$ cat src/rtl/ifm_fetch_ctrl_pkg.sv
// Shared definitions for the IFM fetch controller: pixel width, fetch FSM
// state encoding and a constant-evaluable ceil(log2) helper for port widths.
package ifm_fetch_ctrl_pkg;

  localparam int DATA_W = 8;

  typedef enum logic [1:0] {
    ST_IDLE  = 2'd0,
    ST_FETCH = 2'd1,
    ST_DRAIN = 2'd2,
    ST_DONE  = 2'd3
  } fetch_state_t;

  // Width needed to count 0..value-1; never narrower than one bit.
  function automatic int clog2(input int value);
    int w;
    w = 1;
    while ((1 << w) < value) w++;
    return w;
  endfunction

endpackage

$ cat src/rtl/ifm_fetch_ctrl_addr_gen.sv
// Convolution-order address walker: x inside a kernel row, kr inside the
// kernel, r across output rows. Addresses come from row-base registers
// stepped by IFM_W, so no multiplier is needed.
module ifm_fetch_ctrl_addr_gen
  import ifm_fetch_ctrl_pkg::*;
#(
  parameter int IFM_W  = 8,
  parameter int IFM_H  = 8,
  parameter int KH     = 4,
  parameter int ADDR_W = 6,
  localparam int XW    = clog2(IFM_W),
  localparam int KRW   = clog2(KH),
  localparam int RW    = clog2(IFM_H - KH + 1)
) (
  input  logic              clk,
  input  logic              rst_n,
  input  logic              clear,
  input  logic              advance,
  output logic [ADDR_W-1:0] addr,
  output logic [XW-1:0]     col,
  output logic [KRW-1:0]    kr,
  output logic [RW-1:0]     row,
  output logic              last
);

  logic [ADDR_W-1:0] row_base;  // (row + kr) * IFM_W
  logic [ADDR_W-1:0] out_base;  // row * IFM_W

  logic col_end;
  logic kr_end;

  assign col_end = (col == XW'(IFM_W - 1));
  assign kr_end  = (kr == KRW'(KH - 1));
  assign last    = col_end && kr_end && (row == RW'(IFM_H - KH));
  assign addr    = row_base + ADDR_W'(col);

  // Step the walk on every issued read; wrap to zero after the final address.
  always_ff @(posedge clk or negedge rst_n) begin
    if (!rst_n) begin
      col      <= '0;
      kr       <= '0;
      row      <= '0;
      row_base <= '0;
      out_base <= '0;
    end else if (clear || (advance && last)) begin
      col      <= '0;
      kr       <= '0;
      row      <= '0;
      row_base <= '0;
      out_base <= '0;
    end else if (advance) begin
      if (col_end) begin
        col <= '0;
        if (kr_end) begin
          kr       <= '0;
          row      <= row + RW'(1);
          out_base <= out_base + ADDR_W'(IFM_W);
          row_base <= out_base + ADDR_W'(IFM_W);
        end else begin
          kr       <= kr + KRW'(1);
          row_base <= row_base + ADDR_W'(IFM_W);
        end
      end else begin
        col <= col + XW'(1);
      end
    end
  end

endmodule

$ cat src/rtl/ifm_fetch_ctrl.sv
// IFM fetch controller: reads an IFM tile from single-port SRAM in
// convolution order and hands one pixel per ifm_read to the 4-tap buffer.
// Handshake: a read issued on sram_cs sets 'pending'; the SRAM holds its
// data until the next cs, so the pixel stays on ifm_input while pending.
// ifm_read = pending & ~stall consumes it; a new read may issue in the same
// cycle as a consume, giving one pixel per cycle with no stalls.
module ifm_fetch_ctrl
  import ifm_fetch_ctrl_pkg::*;
#(
  parameter int IFM_W  = 8,
  parameter int IFM_H  = 8,
  parameter int KW     = 4,
  parameter int KH     = 4,
  parameter int ADDR_W = 6,
  localparam int XW    = clog2(IFM_W),
  localparam int KRW   = clog2(KH),
  localparam int RW    = clog2(IFM_H - KH + 1)
) (
  input  logic                     clk,
  input  logic                     rst_n,
  input  logic                     start,
  input  logic                     stall,
  output logic                     sram_cs,
  output logic [ADDR_W-1:0]        sram_addr,
  input  logic [DATA_W-1:0]        sram_rdata,
  output logic signed [DATA_W-1:0] ifm_input,
  output logic                     ifm_read,
  output logic                     win_valid,
  output logic [KRW-1:0]           kr_idx,
  output logic [RW-1:0]            row_idx,
  output logic                     busy,
  output logic                     done
);

  fetch_state_t state;
  fetch_state_t state_next;

  logic           pending;
  logic [XW-1:0]  tag_col;
  logic [KRW-1:0] tag_kr;
  logic [RW-1:0]  tag_row;

  logic [XW-1:0]  gen_col;
  logic [KRW-1:0] gen_kr;
  logic [RW-1:0]  gen_row;
  logic           gen_last;
  logic           start_accept;

  assign start_accept = (state == ST_IDLE) && start;

  ifm_fetch_ctrl_addr_gen #(
    .IFM_W  (IFM_W),
    .IFM_H  (IFM_H),
    .KH     (KH),
    .ADDR_W (ADDR_W)
  ) u_addr_gen (
    .clk     (clk),
    .rst_n   (rst_n),
    .clear   (start_accept),
    .advance (sram_cs),
    .addr    (sram_addr),
    .col     (gen_col),
    .kr      (gen_kr),
    .row     (gen_row),
    .last    (gen_last)
  );

  // State register.
  always_ff @(posedge clk or negedge rst_n) begin
    if (!rst_n) state <= ST_IDLE;
    else        state <= state_next;
  end

  // Next-state: leave FETCH once the last address issues, DRAIN once it is consumed.
  always_comb begin
    state_next = state;
    unique case (state)
      ST_IDLE:  if (start) state_next = ST_FETCH;
      ST_FETCH: if (sram_cs && gen_last) state_next = ST_DRAIN;
      ST_DRAIN: if (ifm_read) state_next = ST_DONE;
      ST_DONE:  state_next = ST_IDLE;
      default:  state_next = ST_IDLE;
    endcase
  end

  // Outputs: handshake glue and status decoded from state and pending.
  always_comb begin
    ifm_read  = pending && !stall;
    sram_cs   = (state == ST_FETCH) && !stall && (!pending || ifm_read);
    ifm_input = pending ? signed'(sram_rdata) : '0;
    busy      = (state == ST_FETCH) || (state == ST_DRAIN);
    done      = (state == ST_DONE);
  end

  // Pending flag and the position tags of the pixel it refers to; issue wins over consume.
  always_ff @(posedge clk or negedge rst_n) begin
    if (!rst_n) begin
      pending <= 1'b0;
      tag_col <= '0;
      tag_kr  <= '0;
      tag_row <= '0;
    end else if (sram_cs) begin
      pending <= 1'b1;
      tag_col <= gen_col;
      tag_kr  <= gen_kr;
      tag_row <= gen_row;
    end else if (ifm_read) begin
      pending <= 1'b0;
    end
  end

  // Window flag lines up with the buffer taps after the shift; indices follow the shifted pixel.
  always_ff @(posedge clk or negedge rst_n) begin
    if (!rst_n) begin
      win_valid <= 1'b0;
      kr_idx    <= '0;
      row_idx   <= '0;
    end else begin
      win_valid <= ifm_read && (tag_col >= XW'(KW - 1));
      if (ifm_read) begin
        kr_idx  <= tag_kr;
        row_idx <= tag_row;
      end
    end
  end

endmodule

$ cat config.mk
export PLATFORM = sky130hd
export DESIGN_NAME = ifm_fetch_ctrl
export DESIGN_NICKNAME = d
export VERILOG_FILES = /design/src/rtl/ifm_fetch_ctrl_pkg.sv /design/src/rtl/ifm_fetch_ctrl_addr_gen.sv /design/src/rtl/ifm_fetch_ctrl.sv
export SDC_FILE = /design/constraint.sdc
export NUM_CORES = 1
export LEC_CHECK = 0
export CAP_MARGIN = 20
export CORE_ASPECT_RATIO = 0.9
export CORE_UTILIZATION = 35
export DETAILED_ROUTE_END_ITERATION = 8
export PLACE_DENSITY_LB_ADDON = 0.25
export SYNTH_ARGS = -nofsm -noshare
export SYNTH_HDL_FRONTEND = slang
export SYNTH_SLANG_ARGS = --single-unit
$ cat constraint.sdc
create_clock -name clk -period 5.5 [get_ports clk]
set_input_delay 1.1 -clock clk [delete_from_list [all_inputs] [get_ports clk]]
set_output_delay 1.1 -clock clk [all_outputs]
set_load 0.01 [all_outputs]
==> impl_metrics.tcl <==
set metrics [dict create \
    status "completed" \
    grt-ovfl-total 0 \
    maxCapViolations 0 \
    antenna_found_initial 0 \
    gp_congestion 0.783 \
    wl_mm 3.56 \
    post_cts_resized 0 \
    insertedDiodeCount 0 \
    cts_hold_buffers 0 \
    clock_latency_ps 290 \
    synth_nets 213 \
    floorplan.initialDensity_pct 36.7 \
    cts-root-buf "clkbuf_8" \
    fin_crit_ps 4210 \
    maxSlewHeadroom_pct 61.9 \
    hpwl_mm 2.55 \
    die_h_um 70.0 \
    h-tree-depth 2 \
    power_frac_comb_pct 33.5 \
    rsz0062_at_grt "false" \
    grt_pass1_vias 1370 \
    grt_max_degree 33 \
    core_um2 4890 \
    worst_pin_slew_ps 571 \
    fillers 463 \
    num_rows 24 \
    internal-power_mw 0.530 \
    crit_path_end_kind "output pin" \
    syn_to_final_growth_pct 28.0 \
    first_pass_iters 4 \
    min-delay-path-class "reg -> reg" \
    p_sw_mw 0.244 \
    post_cts_buffers 0 \
    p_clk_share_pct 29.3 \
    drc 0 \
    leakage_nw 1.05 \
    syn_area_um2 1800 \
    io_buffers 35 \
    setup_tns_ps 0 \
    setup_slack_ps 1290 \
    critical_path_arrival_ps 3110 \
    clockBufferDepth 2 \
    synth.distinct_cells 35 \
    fin_cells 285 \
    clkSinkCount 32 \
    grt_pass1_wl_mm 6.34 \
    fp.dieW_um 77.6 \
    avgSynthCellArea_um2 9.72 \
    switching_share_pct 31.5 \
    peakVddDrop_uv 219 \
    drive_gt1_share_pct 7.27 \
    start_kind "primary input" \
    setup_viol 0 \
    yosysSeqAreaShare_pct 44.5 \
    clock.fmax_mhz 237 \
    pwr-share-seq_pct 37.3 \
    numCtsBuffers 5 \
    track_usage_pct 15.1 \
    vias 1373 \
    final_max_slew_viol_count 0 \
    pin_count 36 \
    yosysWarnings 0 \
    syn_inst 185 \
    synth_seq_cells 32 \
    ant_nets 0 \
    viasPerCell 4.82 \
    dieArea_um2 5430 \
    final_cell_mix "nand2_1, clkdlybuf4s50_1, dfrtp_1, a21oi_1, ha_1" \
    avgRoutedWirePerCell_um 12.5 \
    utilization_pct 47.0 \
    power.density_nw_per_um2 336 \
    fin_skew_ps 4.01 \
    cts_tree "built" \
    drt_iter0_drc 60 \
    timing_worst_setup_path_type "in -> out" \
    fin_nets 247 \
    fin_total_pwr_mw 0.774 \
    dp_cells 277 \
    post-route-period-util_pct 76.6 \
    dp_slack_ps 1230 \
    hold_viol 0 \
    cp_max_fo 17 \
    clk_pin_slew_worst_paths_ps 70 \
    required_ps 4400 \
]
==> cells in the mapped netlist <==
| cell type | count | area share (%) |
|---|---|---|
| nor2b_1 | 3 | 1.0 |
| clkinv_1 | 1 | 0.21 |
| or3_1 | 2 | 0.70 |
| and2_1 | 9 | 3.1 |
| nand2b_1 | 2 | 0.70 |
| mux2_2 | 6 | 3.8 |
| buf_6 | 1 | 0.63 |
| mux2_1 | 1 | 0.63 |
| xnor2_1 | 2 | 0.97 |
| ha_1 | 15 | 10 |
| buf_4 | 1 | 0.42 |
| nand3_1 | 7 | 1.9 |
| buf_2 | 1 | 0.28 |
| a2bb2oi_1 | 1 | 0.49 |
| o21a_1 | 1 | 0.42 |
| a2111oi_4 | 1 | 1.5 |
| inv_1 | 10 | 2.1 |
| o211ai_1 | 2 | 0.83 |
| xor2_1 | 4 | 1.9 |
| o21ai_0 | 8 | 2.2 |
| and3b_1 | 1 | 0.49 |
| nand4b_1 | 3 | 1.5 |
| nand2_1 | 35 | 7.3 |
| dfrtp_1 | 32 | 45 |
| and4b_1 | 1 | 0.56 |
| a21oi_1 | 16 | 4.5 |
| fa_1 | 1 | 1.1 |
| nand4_1 | 1 | 0.35 |
| clkbuf_1 | 6 | 1.3 |
| mux2i_1 | 1 | 0.56 |
| nor3_1 | 2 | 0.56 |
| nor2_1 | 2 | 0.42 |
| o21bai_1 | 1 | 0.42 |
| o32ai_1 | 1 | 0.49 |
| nand3b_1 | 4 | 1.7 |
==> cells by family after synthesis <==
kind of cell / Yosys count / share of synthesized area (%)
buffers and inverters: 20 / 4.87
adders and majority gates: 16 / 11.6
xor gates and xnor gates: 6 / 2.92
DFF: 32 / 44.5
and+or+nand+nor: 72 / 20.3
AOI/OAI and AO/OA: 31 / 10.9
muxes: 8 / 4.94
==> cell type report <==
class / count / area (um^2) / share of cell area [%]
multi-input combinational: 133 / 910 / 39.5
sequential: 32 / 801 / 34.8
timing repair buffer: 36 / 358 / 15.5
tap: 65 / 81.3 / 3.53
clock buffer: 5 / 68.8 / 2.99
clock inverter: 3 / 42.5 / 1.85
inverter: 11 / 41.3 / 1.79
==> sequential cells by signal, summed over array words and instances (netlist names) <==
name                 cells
u_addr_gen.col           3
kr_idx                   2
u_addr_gen.row           3
u_addr_gen.row_base      4
pending                  1
state                    2
tag_row                  3
tag_col                  3
row_idx                  3
u_addr_gen.kr            2
win_valid                1
tag_kr                   2
u_addr_gen.out_base      3
==> per-stage QoR <==
step	area [um^2]	hold slack (ps)
after global routing	2300	500
after CTS	2300	485
final	2300	478
after global placement	2190	462
after floorplan	1800	442
after detailed placement	2190	468
==> worst max-delay path, cell delays in order <==
cell and delay, ps:
clkdlybuf4s50_1 590, nand2b_1 510, clkinv_1 340, clkdlybuf4s50_1 560
==> routing by layer <==
| layer | track usage (%) | wire length [um] | vias to the layer above |
|---|---|---|---|
| met5 | 0 | 0 | - |
| met4 | 6.50 | 66 | 0 |
| met3 | 4.71 | 132 | 10 |
| met2 | 23.1 | 1630 | 26 |
| met1 | 19.5 | 1730 | 637 |
| li1 | - | - | 700 |
==> power by group through the flow <==
stage	Sequential (mW)	Clock, mW	Combinational, mW
final	0.288	0.226	0.259
after CTS	0.289	0.232	0.265
after global routing	0.294	0.242	0.288
after detailed placement	0.293	0	0.263
after global placement	0.294	0	0.261
after floorplan	0.281	0	0.180
==> final timing paths <==
| kind | end | slack, ps | cells after the start | from |
|---|---|---|---|---|
| min in group asynchronous | row_idx[0] | 1210 | 2 | rst_n |
| hold reg to reg | tag_row[1] | 480 | 2 | tag_row[1] |
| setup / recovery | sram_cs | 1290 | 4 | stall |
| max in group asynchronous | u_addr_gen.out_base[4] | 3990 | 2 | rst_n |
| setup reg to reg | u_addr_gen.col[2] | 3470 | 6 | state[1] |
| hold / removal | tag_row[1] | 480 | 2 | tag_row[1] |
Power figures use the tool's default switching activity.
